$ cat config.mk
export PLATFORM = sky130hd
export DESIGN_NAME = alu_seq_unit
export DESIGN_NICKNAME = d
export VERILOG_FILES = /design/src/rtl/alu_seq_unit.sv
export SDC_FILE = /design/constraint.sdc
export NUM_CORES = 1
export LEC_CHECK = 0
export ABC_AREA = 1
export CAP_MARGIN = 20
export CORE_ASPECT_RATIO = 1.75
export CORE_MARGIN = 3
export CORE_UTILIZATION = 25
export DETAILED_ROUTE_END_ITERATION = 10
export PLACE_DENSITY_LB_ADDON = 0.3
export SLEW_MARGIN = 0
export SYNTH_ARGS = -nofsm -noshare
export SYNTH_HDL_FRONTEND = slang
export SYNTH_SLANG_ARGS = --single-unit
$ cat constraint.sdc
create_clock -name clk -period 5.2 [get_ports clk]
set_input_delay 1.04 -clock clk [delete_from_list [all_inputs] [get_ports clk]]
set_output_delay 1.04 -clock clk [all_outputs]
set_load 0.01 [all_outputs]
$ cat src/rtl/alu_seq_unit.sv
// Handshaked ALU execution unit: single-cycle arith/shift/compare/logic ops,
// iterative 8-step shift-add multiply, one outstanding command at a time.
module alu_seq_unit (
    input  logic        clk,
    input  logic        rst,
    input  logic        req_valid,
    output logic        req_ready,
    input  logic [1:0]  req_s,
    input  logic [1:0]  req_m,
    input  logic [7:0]  req_x,
    input  logic [7:0]  req_y,
    output logic        rsp_valid,
    input  logic        rsp_ready,
    output logic [15:0] rsp_z,
    output logic        busy
);

    typedef enum logic [1:0] {
        IDLE = 2'd0,
        MUL  = 2'd1,
        DONE = 2'd2
    } state_t;

    state_t      state_q, state_d;
    logic [15:0] rsp_z_q, rsp_z_d;
    logic [15:0] acc_q, acc_d;
    logic [2:0]  cnt_q, cnt_d;
    logic [7:0]  x_q, x_d;
    logic [7:0]  y_q, y_d;
    logic        accept;
    logic        is_mul;
    logic [15:0] partial;

    function automatic logic [15:0] alu_result(input logic [1:0] s, input logic [1:0] m,
                                               input logic [7:0] x, input logic [7:0] y);
        logic [15:0] z;
        z = 16'd0;
        case (s)
            2'b00: begin
                case (m)
                    2'b00:   z = {8'd0, x} + {8'd0, y};
                    2'b01:   z = {8'd0, x} - {8'd0, y};
                    2'b11:   z = {8'd0, x} + 16'd1;
                    default: z = 16'd0; // multiply goes through the iterative path
                endcase
            end
            2'b01: begin
                case (m)
                    2'b00:   z = {8'd0, x[6:0], 1'b0};
                    2'b01:   z = {8'd0, 1'b1, x[7:1]};
                    2'b10:   z = {8'd0, x[6:0], x[7]};
                    default: z = {8'd0, x[0], x[7:1]};
                endcase
            end
            2'b10: z = {13'd0, (x > y), (x == y), (x < y)};
            default: begin
                case (m)
                    2'b00:   z = {8'd0, x & y};
                    2'b01:   z = {8'd0, x | y};
                    2'b10:   z = {8'd0, ~x};
                    default: z = {8'd0, x ^ y};
                endcase
            end
        endcase
        return z;
    endfunction

    assign req_ready = (state_q == IDLE);
    assign rsp_valid = (state_q == DONE);
    assign busy      = (state_q != IDLE);
    assign rsp_z     = rsp_z_q;
    assign accept    = req_valid & req_ready;
    assign is_mul    = (req_s == 2'b00) && (req_m == 2'b10);
    assign partial   = y_q[cnt_q] ? ({8'd0, x_q} << cnt_q) : 16'd0;

    always_comb begin
        state_d = state_q;
        rsp_z_d = rsp_z_q;
        acc_d   = acc_q;
        cnt_d   = cnt_q;
        x_d     = x_q;
        y_d     = y_q;
        case (state_q)
            IDLE: begin
                if (accept) begin
                    x_d = req_x;
                    y_d = req_y;
                    if (is_mul) begin
                        acc_d   = 16'd0;
                        cnt_d   = 3'd0;
                        state_d = MUL;
                    end else begin
                        rsp_z_d = alu_result(req_s, req_m, req_x, req_y);
                        state_d = DONE;
                    end
                end
            end
            MUL: begin
                acc_d = acc_q + partial;
                cnt_d = cnt_q + 3'd1;
                if (cnt_q == 3'd7) begin
                    rsp_z_d = acc_q + partial;
                    state_d = DONE;
                end
            end
            DONE: begin
                if (rsp_ready) begin
                    state_d = IDLE;
                end
            end
            default: state_d = IDLE;
        endcase
    end

    always_ff @(posedge clk) begin
        if (rst) begin
            state_q <= IDLE;
            rsp_z_q <= 16'd0;
        end else begin
            state_q <= state_d;
            rsp_z_q <= rsp_z_d;
        end
    end

    // Operand and multiply working registers are only meaningful after an accept.
    always_ff @(posedge clk) begin
        acc_q <= acc_d;
        cnt_q <= cnt_d;
        x_q   <= x_d;
        y_q   <= y_d;
    end

endmodule

==> impl_metrics.ini <==
[run_status]
status = complete, no violations

[setup_path]
regToRegStartpoint = cnt_q[1]
endpoint_kind = register
ff2ff_path_depth = 15
worst_ep_arrival_time_ps = 3850
cp-start-kind = input port
crit_required_ps = 5390
cp_max_fo = 14
critPathKind = in2reg
reg2reg_setup_slack_ps = 1690
r2r-end = rsp_z[5]

[clock_tree]
cts_tree = yes
htreeDepth = 2
clk_pin_slew_ps = 70
clk_latency_ps = 300
cts_setup_buffers = 0
postCtsHoldBufs = 0
ctsResizeCount = 0
clockBufferDepth = 2
cts_sinks = 53
numCtsBuffers = 5
clockRootBuffer = clkbuf_16

[detailed_routing]
ant_nets = 0
drt-initial-drc-count = 274
drc = 0
drt_pre_antenna_iters = 4
drt-total-wl_mm = 16.6
vias = 4674
wl_per_cell_um = 17.1
viasPerCell = 4.81

[cells_and_area]
drive_above_1_share_pct = 3.27
diodes = 0
multiInputGateArea_sq_um = 2890
fin_util_pct = 30.1
syn_to_final_growth_pct = 17.4
register_area_sq_um = 1410
fillCellCount = 2141
nNetsFinal = 813

[yosys]
yosysMostFrequentCell = nand2_1
ys_seq_area_share_pct = 29.5
synth.avg_cell_area_sq_um = 6.90
synth.distinct_cells = 36
syn_area_sq_um = 4780
synth_common_cells = nand2_1, inv_1, nor2_1
synth.yosys.warnings = 0
synth-seq-cells = 53
syn-num-nets = 774
yosys-top-cells-area = edfxtp_1, ha_1, nand2_1
synth_area_leader_cell = edfxtp_1
syn_inst = 693
yosysTopAreaCellShare_pct = 22.0
synth_ff_type = edfxtp_1
synth_edf_count = 35
async_flop_share_pct = 0

[die]
start_util_pct = 25.6
dieArea_sq_um = 20900
rows = 66
fp.coreArea_sq_um = 18700
ios = 43
fp.dieW_um = 111
fp.dieH_um = 189

[timing]
tightest_slew_ps = 628
finalCritPeriodShare_pct = 70.2
fin_setup_tns_ps = 0
skew_ps = 6.55
final-setup-viol-count = 0
min_period_ps = 3650
finalHoldViolCount = 0
slew_violations = 0
relSlewSlack_pct = 57.8
rsz0062_at_grt = no
fmax_mhz = 274

[power]
power_frac_seq_pct = 41.3
power.static_leakage_nw = 2.72
internal_power_uw = 798
swShare_pct = 33.7
clkPwrFrac_pct = 27.7
max-vdd-ir-drop_mv = 0.0976
p_switching_uw = 405
power_density_nw_per_um2 = 214
pwr-share-comb_pct = 31.0

[worst_hold_path]
hold_path_class = reg2reg
whs_endpoint = rsp_z[9]
hp-start = rsp_z[9]
hold_depth = 2

[global_route]
grt_start_max_net_pins = 26
grt_overflow_total = 0
track_usage_pct = 15.8
antenna_found_initial = 0
grt_pass1_wl_mm = 25.6
grt_pass1_vias = 4807

[place]
place.port_buffers = 42
dp.final_hpwl_mm = 13.9
routabilityCongestion = 0.990

[flow_run]
drv_cap = 0
-- power groups by stage --
stage	clock network, mW	registers (mW)	logic (mW)
2_1_floorplan	0	0.506	0.220
3_3_place_gp	0	0.507	0.371
3_5_place_dp	0	0.506	0.371
4_1_cts	0.344	0.497	0.373
5_1_grt	0.360	0.499	0.416
6_report	0.333	0.497	0.373
-- placed cells by master, fill, tap and decap left out, types with 2 or more instances in the layout --
cell / instances
o221ai_1: 5
o21bai_1: 5
clkdlybuf4s50_1: 42
nand2_1: 150
clkbuf_16: 5
o21ai_0: 52
dfxtp_1: 18
or2_2: 2
ha_1: 54
fa_1: 3
nor2_4: 2
a21oi_1: 56
nand4_1: 6
inv_2: 4
edfxtp_1: 35
nand3b_1: 6
o21ai_1: 15
mux2i_1: 2
o211ai_1: 6
inv_1: 104
nand3_1: 50
a31oi_1: 3
or2_1: 4
buf_4: 5
clkinv_1: 2
nor3_1: 10
nor2_1: 72
o22ai_1: 5
-- sequential cells by signal (all words and copies together) (netlist names) --
| signal | count |
|---|---|
| state_q | 2 |
| cnt_q | 3 |
| acc_q | 16 |
| x_q | 8 |
| rsp_z | 16 |
| y_q | 8 |
-- worst max-delay path by stage --
stage | startpoint | endpoint | slack [ps]
3_5_place_dp | req_m[0] | rsp_z[4] | 1260
4_1_cts | req_m[0] | rsp_z[4] | 1580
3_3_place_gp | req_m[0] | rsp_z[4] | 1280
5_1_grt | req_m[0] | rsp_z[6] | 1300
2_1_floorplan | req_m[0] | acc_q[0] | 1890
6_report | req_m[0] | rsp_z[4] | 1550
-- kinds of logic after synthesis --
kind of cell / synth area share, %
AOI/OAI and AO/OA: 17.3
buffers and inverters: 10.2
DFF: 29.5
xor gates and xnor gates: 0.366
and+or+nand+nor: 26.9
adders and majority gates: 15.4
muxes: 0.419
-- final cells by class --
class | instances | share of cell area (%)
repair buffers | 47 | 8.15
well taps | 238 | 5.30
flip-flops and latches | 53 | 25.1
inverters | 110 | 7.35
multi-input cells | 515 | 51.5
clock inverters | 3 | 0.379
clock buffers | 5 | 2.23
-- metrics by stage --
| stage | instances | setup WS [ps] | power, mW | hold WS [ps] | instance area [sq um] |
|---|---|---|---|---|---|
| floorplan | 693 | 1890 | 0.726 | 534 | 4780 |
| global placement | 963 | 1280 | 0.878 | 507 | 5470 |
| detailed placement | 963 | 1260 | 0.877 | 517 | 5470 |
| CTS | 971 | 1580 | 1.21 | 531 | 5620 |
| global route | 971 | 1300 | 1.28 | 547 | 5620 |
| finish | 971 | 1550 | 1.20 | 532 | 5620 |
-- per-layer routing --
| layer | routed length (um) | GRT usage [%] | vias up | share of wire (%) |
|---|---|---|---|---|
| li1 | - | - | 2373 | - |
| met1 | 5810 | 14.7 | 2149 | 35 |
| met2 | 9170 | 31.5 | 105 | 55 |
| met3 | 349 | 0.704 | 47 | 2.1 |
| met4 | 1290 | 12.3 | 0 | 7.8 |
| met5 | 0 | 0 | - | 0 |
-- worst max-delay path, cell delays in order --
cell and delay (ps):
clkdlybuf4s50_1 760, ha_1 220, buf_4 220, inv_1 70, nand2_1 70, ha_1 190, inv_1 60, fa_1 420
inv_1 100, nand3_1 70, nand3_1 110, nand2_1 60, nand2_1 50, o21ai_0 70, nand2_1 70, nand3_1 70
a21oi_1 130, nor2_1 50
Power figures use the tool's default switching activity.
